### config.mk
export PLATFORM = sky130hd
export DESIGN_NAME = mem_byte_sequencer
export DESIGN_NICKNAME = d
export VERILOG_FILES = /design/src/rtl/mem_byte_sequencer_pkg.sv /design/src/rtl/mem_byte_sequencer.sv
export SDC_FILE = /design/constraint.sdc
export NUM_CORES = 1
export LEC_CHECK = 0
export ABC_AREA = 1
export CORE_MARGIN = 2
export CORE_UTILIZATION = 52
export DETAILED_ROUTE_END_ITERATION = 16
export HOLD_SLACK_MARGIN = 0.05
export PLACE_DENSITY = 0.81
export SLEW_MARGIN = 20
export SYNTH_ARGS = -nofsm -noshare
export SYNTH_HDL_FRONTEND = slang
export SYNTH_SLANG_ARGS = --single-unit
### constraint.sdc
create_clock -name clk -period 2.8 [get_ports clk]
set_input_delay 0.56 -clock clk [delete_from_list [all_inputs] [get_ports clk]]
set_output_delay 0.56 -clock clk [all_outputs]
set_load 0.01 [all_outputs]
### src/rtl/mem_byte_sequencer_pkg.sv
`default_nettype none
// ============================================================================
// Module      : mem_byte_sequencer_pkg
// Description : Shared types and defaults for the byte-serial data-memory
//               initiator. Holds the state encoding, the default doubleword
//               and memory sizes, and the byte-index width helper.
// Ports       : none (package)
// Revision    : 1.0 - initial release
// ============================================================================
package mem_byte_sequencer_pkg;

   // Sequencer states: one request cycle in IDLE, one byte per cycle in
   // READ/WRITE, then a single DONE cycle that releases the pipeline.
   typedef enum logic [1:0] {
      S_IDLE  = 2'd0,
      S_READ  = 2'd1,
      S_WRITE = 2'd2,
      S_DONE  = 2'd3
   } state_t;

   localparam int DEF_DATA_BYTES = 8;
   localparam int DEF_MEM_BYTES  = 1024;

   // Width of a byte index; kept at least 1 so a single-byte build still
   // has a legal counter vector.
   function automatic int idx_width(input int bytes);
      return (bytes > 1) ? $clog2(bytes) : 1;
   endfunction

   localparam int BYTE_IDX_W = idx_width(DEF_DATA_BYTES);

endpackage : mem_byte_sequencer_pkg
`default_nettype wire

### src/rtl/mem_byte_sequencer.sv
`default_nettype none
// ============================================================================
// Module      : mem_byte_sequencer
// Description : Turns one doubleword LDUR/STUR request from the MEM stage into
//               DATA_BYTES sequential byte accesses to a byte-wide data
//               memory (combinational read, write on strobe), stalling the
//               pipeline until the whole doubleword has been moved.
// Ports       :
//   clk        in   system clock, rising edge
//   reset      in   synchronous active-high reset
//   MemRead    in   pipeline load request (held until Stall falls)
//   MemWrite   in   pipeline store request (held until Stall falls)
//   Address    in   64-bit byte address of the doubleword
//   DataWrite  in   store data
//   DataRead   out  assembled little-endian load data
//   Stall      out  freezes the front of the pipeline while high
//   AddrFault  out  one-cycle pulse: request rejected as out of range
//   MemAddr    out  byte address to the data memory
//   MemWData   out  byte to write
//   MemRd      out  byte read strobe
//   MemWr      out  byte write strobe
//   MemRData   in   byte returned by memory in the same cycle
// Revision    : 1.0 - initial release
// ============================================================================
module mem_byte_sequencer
   import mem_byte_sequencer_pkg::*;
#(
   parameter int DATA_BYTES = DEF_DATA_BYTES,
   parameter int MEM_BYTES  = DEF_MEM_BYTES
) (
   input  logic                    clk,
   input  logic                    reset,
   input  logic                    MemRead,
   input  logic                    MemWrite,
   input  logic [63:0]             Address,
   input  logic [8*DATA_BYTES-1:0] DataWrite,
   output logic [8*DATA_BYTES-1:0] DataRead,
   output logic                    Stall,
   output logic                    AddrFault,
   output logic [63:0]             MemAddr,
   output logic [7:0]              MemWData,
   output logic                    MemRd,
   output logic                    MemWr,
   input  logic [7:0]              MemRData
);

   localparam int                DW         = 8 * DATA_BYTES;
   localparam int                IDX_W      = idx_width(DATA_BYTES);
   localparam logic [IDX_W-1:0]  LAST_IDX   = IDX_W'(DATA_BYTES - 1);
   // Highest legal base address: the last byte of the doubleword must still
   // fall inside the memory.
   localparam logic [63:0]       ADDR_LIMIT = 64'(MEM_BYTES - DATA_BYTES);

   state_t            state, state_next;
   logic [IDX_W-1:0]  idx;
   logic [63:0]       base;
   logic [DW-1:0]     wdata_q;
   logic [DW-1:0]     shadow;
   logic [DW-1:0]     assembled;

   logic              accept;
   logic              fault;
   logic              last_byte;

   assign last_byte = (idx == LAST_IDX);

   // Shadow register with the byte arriving this cycle merged in. At the last
   // byte this is the complete doubleword, so DataRead can be loaded in the
   // same cycle as the final read strobe.
   always_comb begin
      assembled                    = shadow;
      assembled[int'(idx)*8 +: 8]  = MemRData;
   end

   // Next-state and memory-side outputs.
   always_comb begin
      state_next = state;
      Stall      = 1'b0;
      MemRd      = 1'b0;
      MemWr      = 1'b0;
      MemAddr    = '0;
      MemWData   = '0;
      accept     = 1'b0;
      fault      = 1'b0;

      case (state)
         S_IDLE: begin
            // The request cycle itself must already hold the pipeline.
            Stall = MemRead | MemWrite;
            if (MemRead || MemWrite) begin
               if (Address > ADDR_LIMIT) begin
                  fault      = 1'b1;
                  state_next = S_DONE;
               end else begin
                  accept     = 1'b1;
                  state_next = MemWrite ? S_WRITE : S_READ;
               end
            end
         end
         S_READ: begin
            Stall   = 1'b1;
            MemRd   = 1'b1;
            MemAddr = base + 64'(idx);
            if (last_byte) state_next = S_DONE;
         end
         S_WRITE: begin
            Stall    = 1'b1;
            MemWr    = 1'b1;
            MemAddr  = base + 64'(idx);
            MemWData = wdata_q[int'(idx)*8 +: 8];
            if (last_byte) state_next = S_DONE;
         end
         S_DONE: begin
            state_next = S_IDLE;
         end
         default: begin
            state_next = S_IDLE;
         end
      endcase

      // While reset is asserted nothing may reach memory or the pipeline;
      // in particular a strobe in the reset cycle must not commit a byte.
      if (reset) begin
         Stall    = 1'b0;
         MemRd    = 1'b0;
         MemWr    = 1'b0;
         MemAddr  = '0;
         MemWData = '0;
      end
   end

   always_ff @(posedge clk) begin
      if (reset) begin
         state     <= S_IDLE;
         idx       <= '0;
         base      <= '0;
         wdata_q   <= '0;
         shadow    <= '0;
         DataRead  <= '0;
         AddrFault <= 1'b0;
      end else begin
         state     <= state_next;
         AddrFault <= fault;

         if (accept) begin
            base    <= Address;
            wdata_q <= DataWrite;
            idx     <= '0;
         end

         if (state == S_READ || state == S_WRITE) begin
            idx <= last_byte ? '0 : idx + 1'b1;
         end

         if (state == S_READ) begin
            shadow <= assembled;
            if (last_byte) DataRead <= assembled;
         end
      end
   end

endmodule : mem_byte_sequencer
`default_nettype wire

# Yosys cells after proc, flatten, opt, wreduce, memory -nomap -nowiden

Index checks and enable logic that the tools add are counted.

Register bits after elaboration: 262
Bits in latches: 0
Memory bits (writable): 0
Memory bits (read-only): 0
Memories: 0

Add/sub/neg operators: 3
Multiply operators: 0
Div/mod/pow operators: 0
Order comparisons: 1
Equal/unequal tests: 6
Shift-type cells: 3
Muxes and demuxes: 23
Bitwise logic cells: 3
Reductions and logical operators: 8

Operators by type and width:

| cell                      | number |
|---|---|
| $mux W64                  | 2 |
| $add A64 B3 Y64           | 1 |
| $bwmux W64                | 1 |
| $gt A64 B10 Y1 const B    | 1 |
| $shift A8 B33 Y64 const A | 1 |
| $shiftx A64 B7 Y8         | 1 |
| $shiftx A8 B33 Y64        | 1 |
| $neg A6 Y33               | 1 |
| $mux W8                   | 2 |
| $mux W1                   | 9 |
| $mux W3                   | 3 |
| $mux W2                   | 4 |
| $pmux W2 S3               | 1 |
| $eq A2 B2 Y1 const B      | 2 |
| $reduce_and A2 Y1         | 2 |
| $add A3 B1 Y3 const B     | 1 |
| $eq A3 B3 Y1 const B      | 1 |
| $reduce_or A3 Y1          | 1 |
| $eq A2 B1 Y1 const B      | 1 |
| $logic_not A2 Y1          | 1 |
| $logic_or A1 B1 Y1        | 2 |
| $ne A2 B1 Y1 const B      | 1 |
| $ne A2 B2 Y1 const B      | 1 |
| $not A1 Y1                | 2 |
| other kinds (4)           | 4 |

# Depth between registers and ports, before layout

Gate-level depths: netlist of run 1.

Word-level depth: 6
Depth in mapped cells: 14
Mapped depth without buffers: 12

# Worst setup path after synthesis of run 1

Ideal clock, no wire load.

Path type: reg2out
Start point: reg idx[1]
End point: out MemAddr[36]
Arrival: 2145 ps
Required time: 2240 ps
Setup slack: 95 ps
Cell stages (with the launch flop): 14
Cell sequence: dfxtp_1 > buf_4 > inv_2 > buf_6 > fa_1 > inv_1 > nand2_1 > a21oi_2 > nand2_1 > nor3_2 > nand2_1 > nand2_1 > nand2_1 > nor2_1

Longest elaborated chain between the ends: 3

Ends and longest elaborated chain:

| what                   | line                                                 | source |
|---|---|---|
| from (decl)            | mem_byte_sequencer.sv:55                             | `logic [IDX_W-1:0] idx;` |
| from (signal assigned) | mem_byte_sequencer.sv:152                            | `idx <= last_byte ? '0 : idx + 1'b1;` |
| $add A64 B3 Y64        | mem_byte_sequencer.sv:103, mem_byte_sequencer.sv:109 |  |
| $mux W64               | -                                                    |  |
| $mux W64               | mem_byte_sequencer.sv:123                            | `if (reset) begin` |
| to (decl)              | mem_byte_sequencer.sv:40                             | `output logic [63:0] MemAddr,` |

No other way between the ends.

# Final worst setup path of run 1

Start point: reg idx[0]
End point: out MemAddr[40]

Same word-level chain as after synthesis.

==> key figures, run 1 <==
Place
  – Place WS: -393 ps
  – DP HPWL: 37300 um
  – Placed Cells: 2884
  – IO buf count: 279
  – Placer congestion estimate: 0.951

Timing
  – Final hold violation count: 0
  – Slew HR: 0.486
  – Final setup vio count: 67
  – Worst-case clock skew: 15.6 ps
  – Final worst setup slack: -486 ps
  – Pins over their slew limit: 0
  – Min Tclk post-route: 3290 ps
  – Worst Tran Pin Value: 770 ps
  – Unrepaired setup endpoints after global routing: true
  – Setup TNS: -18920 ps
  – Max Fclk: 0.304 GHz
  – Fin crit share: 1.17

Layout
  – Most frequent cells in the layout: 536 x nor2_1, 299 x inv_1, 258 x o21ai_0
  – Multi-input logic area: 0.00764 mm^2
  – Commonest non-fill, non-tap cell in the layout: nor2_1
  – # nets final: 2778
  – Fin cells: 2981
  – Filler cells: 1977
  – Reg area: 0.00529 mm^2
  – Layout Area Growth over Synthesis: 44.2%
  – Layout cells sized above 1: 0.224
  – Ant diodes: 0

Critical path
  – Crit path launch type: flip-flop
  – Sequence of cells on the critical path: ha_4, inv_4, fa_2, inv_2, nand2_2, a21oi_4, nand2_4, buf_6, nor2_4, nand4_1, o21ai_1, a21oi_1, buf_2
  – Worst reg2reg path depth: 11
  – Delay-heaviest family, CP: adder cells
  – Critical path class: flip-flop to output port
  – Crit-path max cell delay: 360 ps
  – Req. time, crit path: 2240 ps
  – Worst Setup End Kind: output port
  – Worst r2r dst: shadow[37]
  – CP Buf/Inv Count: 4
  – R2r startpoint: idx[0]
  – Reg2Reg Setup Slack: 100 ps
  – Critical Path AT: 2730 ps
  – Critical path's slowest cell: dfxtp_2
  – CP Max Fanout: 6

Floorplan
  – Die ar.: 0.0281 mm^2
  – Die Wd: 168 um
  – Die Y: 168 um
  – Ports: 280
  – Core Area: 0.0262 mm^2
  – Row cnt: 59
  – Initial Util: 0.532

Power
  – Maximum vdd drop: 0.470 mV
  – Total power: 0.0118 W
  – Power Density: 589 mW/mm^2
  – Pleak: 9.50 nW

Clock network
  – TritonCTS clock tree: built
  – Sink Count: 262
  – Worst-skew pair later-pin latency: 560 ps
  – CTS H-tree lvls: 1
  – TritonCTS Buffers: 27
  – Worst-path clk slew: 70 ps
  – CTS Buffer Depth: 3
  – CTS Hold Bufs: 0
  – CTS Root Cell: clkbuf_16

Run status
  – Failing checks: setup timing
  – Status: finished with violations

Synthesis
  – Syn Nets: 2333
  – YS warnings: 0
  – Syn Inst Count: 2181
  – Avg Inst Size Synth: 6.39 um^2
  – Netlist Area Pre-Place: 0.0139 mm^2
  – Number of flops mapped to enable cells by yosys: 0
  – #FFs+latches synth: 262
  – Largest area contributor in the netlist: dfxtp_1
  – Top-area cell type share of the netlist area: 0.376
  – Unique masters post-synth: 45
  – Sequential area share after synthesis: 0.376
  – FFs w/ async S/R, synth: 0
  – Synth top area cells: dfxtp_1 38%, nor2_1 15%, o21ai_0 10%
  – Synth Flop Type: dfxtp_1

Global route
  – Vias in the first global route: 15500
  – Global Route Usage Sum: 0.353
  – Initial antenna violation count: 1
  – Largest net degree at the start of global routing: 83
  – Grt total ovfl: 0
  – Global-route wire length before repair: 79500 um

Worst hold path
  – Worst hold path class: flip-flop to flip-flop
  – Hold path startpoint: base[62]
  – WHS Path Cells: 2
  – Min-Delay Endpoint: base[62]

Flow run
  – Max-Cap Viols: 0

Route
  – WL/cell: 17.4 um
  – First-pass DRT Iterations: 6
  – Routed wire length: 51800 um
  – Final ANT Viol Nets: 0
  – First DRT Iteration DRCs: 1808
  – Vias/cell: 5.46
  – Vias: 16300
  – DRC viols: 0
## per-layer routing
| metal | part of all wire | wire [um] | vias to the layer above | GRT usage |
|---|---|---|---|---|
| met5 | 0 | 0 | - | 0 |
| met4 | 0.055 | 2850 | 0 | 0.166 |
| met3 | 0.077 | 4010 | 181 | 0.0657 |
| met2 | 0.47 | 24600 | 806 | 0.604 |
| met1 | 0.39 | 20400 | 7498 | 0.430 |
| li1 | - | - | 7791 | - |
## sequential cells by signal (all words and copies together), names as in the netlist
| signal | count |
|---|---|
| idx | 3 |
| DataRead | 64 |
| wdata_q | 64 |
| state | 2 |
| shadow | 64 |
| base | 64 |
| AddrFault | 1 |
## worst min-delay path, cell delays in order (launching register included)
cell	delay, ps
dfxtp_1	310
nand3_1	70
inv_1	30
## synthesized netlist by cell type (10+ instances only)
master,count
o21ai_0,283
buf_2,20
o21ai_1,38
nand3_1,132
clkbuf_1,59
nand4_1,19
nor2_1,569
ha_1,11
a31oi_1,11
a21oi_1,66
nor3_1,27
dfxtp_1,262
nor2_4,14
o21ai_2,11
inv_1,312
buf_6,13
buf_1,10
nand2_1,235
## layout make-up
type | instances | share of cell area
clock buffers | 35 | 0.0371
clock inverters | 14 | 0.00852
flip-flops and latches | 262 | 0.263
well taps | 335 | 0.0208
multi-input cells | 1486 | 0.380
repair buffers | 527 | 0.229
inverters | 322 | 0.0616
## power by group
group          switching, W  internal, W  leakage, nW  total [W]
logic               0.00253      0.00130         6.92    0.00383
registers          0.000173      0.00408         2.13    0.00425
clock network       0.00158      0.00217        0.452    0.00375
total               0.00428      0.00755         9.50     0.0118
## worst max path at each step
stage	endpoint	startpoint	cells past startpoint
global placement	MemAddr[12]	idx[0]	10
CTS	MemAddr[40]	base[0]	13
floorplan	MemAddr[36]	idx[1]	13
global route	MemAddr[40]	base[0]	13
detailed placement	MemAddr[36]	idx[0]	13
finish	MemAddr[40]	idx[0]	13
## per-stage QoR
stage | area, um^2 | util | hold slack (ps)
3_5_place_dp | 18100 | 0.692 | 453
2_1_floorplan | 13900 | - | 433
6_report | 20100 | 0.767 | 464
5_1_grt | 20100 | 0.767 | 479
4_1_cts | 19700 | 0.750 | 462
3_3_place_gp | 18100 | 0.692 | 443
## cells by family (layout without fill, tap and decap cells)
kind of cell / count (synthesis) / after routing / synth area share
and+or+nand+nor: 1042 / 1042 / 0.320
buffers and inverters: 433 / 898 / 0.128
AOI/OAI and AO/OA: 428 / 428 / 0.162
DFF: 262 / 262 / 0.376
adders and majority gates: 12 / 12 / 0.0113
xor gates and xnor gates: 4 / 4 / 0.00251
## timing repair
action / CTS / global route
cloned: 0 / 1
hold endpoints to repair: 0 / 0
setup buffers: 30 / 26
pin swaps: 59 / 42
gates resized for setup: 437 / 96
setup endpoints to repair: 84 / 125
No activity file was read; power rests on OpenSTA's default activity.
==> run 2: changes to the inputs <==
Settings changed: CORE_UTILIZATION 52 to 30, PLACE_DENSITY 0.81 to default.
==> run 2 against run 1 <==
  * The flow still finishes with violations (setup timing)
  * Clock power increased by 2%
  * First-iteration DRC count decreased by 42%
  * Sequential power about the same
  * Cell area increased by 1.4%
  * Die area increased by 71%
  * Largest power group unchanged
==> key figures, run 2 (synthesis gave the netlist of run 1 again) <==
Clock network
  – CTS Buffer Depth: 3 (unchanged)
  – CTS H-tree lvls: 1 (unchanged)
  – TritonCTS Buffers: 31 (+15%)
  – Worst-skew pair later-pin latency: 590 ps (+30 ps)
  – TritonCTS clock tree: built
  – Sink Count: 262 (unchanged)
  – CTS Hold Bufs: 0 (unchanged)
  – Worst-path clk slew: 60 ps (about the same)
  – CTS Root Cell: clkbuf_16

Timing
  – Final setup vio count: 64 (-4.5%)
  – Pins over their slew limit: 0 (unchanged)
  – Min Tclk post-route: 3270 ps (-18.6 ps)
  – Hold slack final: 461 ps (-2.62 ps)
  – Worst-case clock skew: 17.7 ps (+2.11 ps)
  – Worst Tran Pin Value: 922 ps (+152 ps)
  – Final hold violation count: 0 (unchanged)
  – Unrepaired setup endpoints after global routing: true
  – Fin crit share: 1.17 (-0.00664)
  – Setup TNS: -17370 ps (+1550 ps)
  – Final worst setup slack: -468 ps (+18.6 ps)
  – Max Fclk: 0.306 GHz (+0.57%)
  – Slew HR: 0.385 (-0.101)

Place
  – Placer congestion estimate: 0.906 (-4.8%)
  – IO buf count: 279 (unchanged)
  – Placed Cells: 3108 (+7.8%)
  – DP HPWL: 37800 um (+1.4%)

Critical path
  – CP Buf/Inv Count: 6 (+2)
  – Critical path class: flip-flop to output port
  – R2r startpoint: idx[0]
  – Worst reg2reg path depth: 12 (+1)
  – Worst Setup End Kind: output port
  – Sequence of cells on the critical path: ha_4, inv_2, fa_2, inv_2, buf_4, buf_6, nand2_2, nand2_4, nand3_4, buf_6, nor2_4, nand2_2, nor2_2, a21oi_2, buf_2
  – Delay-heaviest family, CP: simple AND/OR/NAND/NOR gates
  – Req. time, crit path: 2240 ps (about the same)
  – CP Max Fanout: 4 (-2)
  – Critical Path AT: 2710 ps (-20 ps)
  – Critical path's slowest cell: dfxtp_4
  – CP startpoint: idx[0]
  – Reg2Reg Setup Slack: 250 ps (+150 ps)
  – Crit-path max cell delay: 360 ps (about the same)
  – CP Depth: 15 (+2)
  – Worst r2r dst: shadow[17]
  – Crit path launch type: flip-flop

Global route
  – Global-route wire length before repair: 78400 um (-1.4%)
  – Vias in the first global route: 14500 (-6.3%)
  – Grt total ovfl: 0 (unchanged)
  – Initial antenna violation count: 2 (+1)
  – Global Route Usage Sum: 0.205 (-0.147)
  – Largest net degree at the start of global routing: 121 (+46%)

Power
  – Maximum vdd drop: 0.602 mV (+28%)
  – Power Density: 596 mW/mm^2 (+1.3%)
  – Internal power: 0.00776 W (+2.7%)
  – Pleak: 9.39 nW (-1.2%)
  – Combinational share of power: 0.335 (+0.011)
  – Clock share of power: 0.316 (about the same)
  – Sw frac: 0.362 (about the same)
  – Seq pwr share: 0.349 (-0.010)
  – Sw Pwr: 0.00440 W (+2.7%)

Route
  – WL/cell: 16.0 um (-8.1%)
  – First-pass DRT Iterations: 5 (-1)
  – Final ANT Viol Nets: 0 (unchanged)
  – Routed wire length: 51400 um (-0.81%)
  – First DRT Iteration DRCs: 1043 (-42%)
  – DRC viols: 0 (unchanged)
  – Vias: 15300 (-5.8%)
  – Vias/cell: 4.77 (-13%)

Layout
  – Fin cells: 3217 (+7.9%)
  – Layout Area Growth over Synthesis: 46.3%
  – Most frequent cells in the layout: 534 x nor2_1, 296 x inv_1, 256 x o21ai_0
  – Commonest non-fill, non-tap cell in the layout: nor2_1
  – # nets final: 2748 (-1.1%)
  – End-of-flow core utilization: 0.447 (-0.320)
  – Layout cells sized above 1: 0.218 (-0.00623)

Worst hold path
  – Worst hold path class: flip-flop to flip-flop
  – Min-Delay Endpoint: base[62]
  – Hold path startpoint: base[62]
  – WHS Path Cells: 2 (unchanged)

Floorplan
  – Core Area: 0.0456 mm^2 (+74%)
  – Die Wd: 220 um (+31%)
  – Initial Util: 0.306 (-0.226)
  – Die Y: 220 um (+31%)
  – Row cnt: 78 (+32%)
  – Ports: 280 (unchanged)
  – Die ar.: 0.0482 mm^2 (+71%)

Run status
  – Status: finished with violations
  – Failing checks: setup timing

Flow run
  – Max-Cap Viols: 0 (unchanged)
## run 2: area by class of cell
class | instances | area, um^2
inverter | 322 | 1250
tap | 600 | 751
antenna | 1 | 2.50
multi-input combinational | 1486 | 7730
sequential | 262 | 5280
clock inverter | 7 | 86.3
timing repair buffer | 493 | 4440
fill | 4727 | 25200
clock buffer | 46 | 862
## run 2: how the worst max path moves through the flow
stage,to,slack [ps]
after CTS,MemAddr[48],-490
after global placement,MemAddr[36],-400
after global routing,MemAddr[40],-590
final,MemAddr[54],-470
after detailed placement,MemAddr[36],-480
after floorplan,MemAddr[36],90
## run 2: per-layer routing
layer  vias to the layer above  GRT usage  share of wire
met5                         -          0        0.00025
met4                         2     0.0709          0.036
met3                       101     0.0276          0.055
met2                       470      0.346           0.47
met1                      7039      0.269           0.44
li1                       7718          -              -
## run 2: metrics by stage
stage | area [um^2] | power, W | setup slack (ps)
after CTS | 19700 | 0.0121 | -490
final | 20400 | 0.0122 | -468
after global placement | 18200 | 0.00779 | -395
after detailed placement | 18200 | 0.00788 | -475
after global routing | 20400 | 0.0129 | -593
after floorplan | 13900 | 0.00664 | 94.8
## run 2: power groups by stage
stage / combinational [W] / clock [W] / sequential (W)
3_5_place_dp: 0.00358 / 0 / 0.00431
3_3_place_gp: 0.00351 / 0 / 0.00429
2_1_floorplan: 0.00235 / 0 / 0.00428
4_1_cts: 0.00389 / 0.00393 / 0.00424
5_1_grt: 0.00455 / 0.00406 / 0.00428
6_report: 0.00407 / 0.00384 / 0.00424
## run 2: what timing repair did
action                                 in CTS  in global routing
pin swaps                                  57                 84
setup buffers                              37                 26
gates resized for setup                   408                159
cloned                                      2                  2
setup endpoints to repair                  89                 87
endpoints found under the hold margin       0                  0
## run 2: tightest hold or removal path, stage by stage, from the launching register on
cell and delay (ps):
dfxtp_1 310, nand3_1 70, inv_1 30
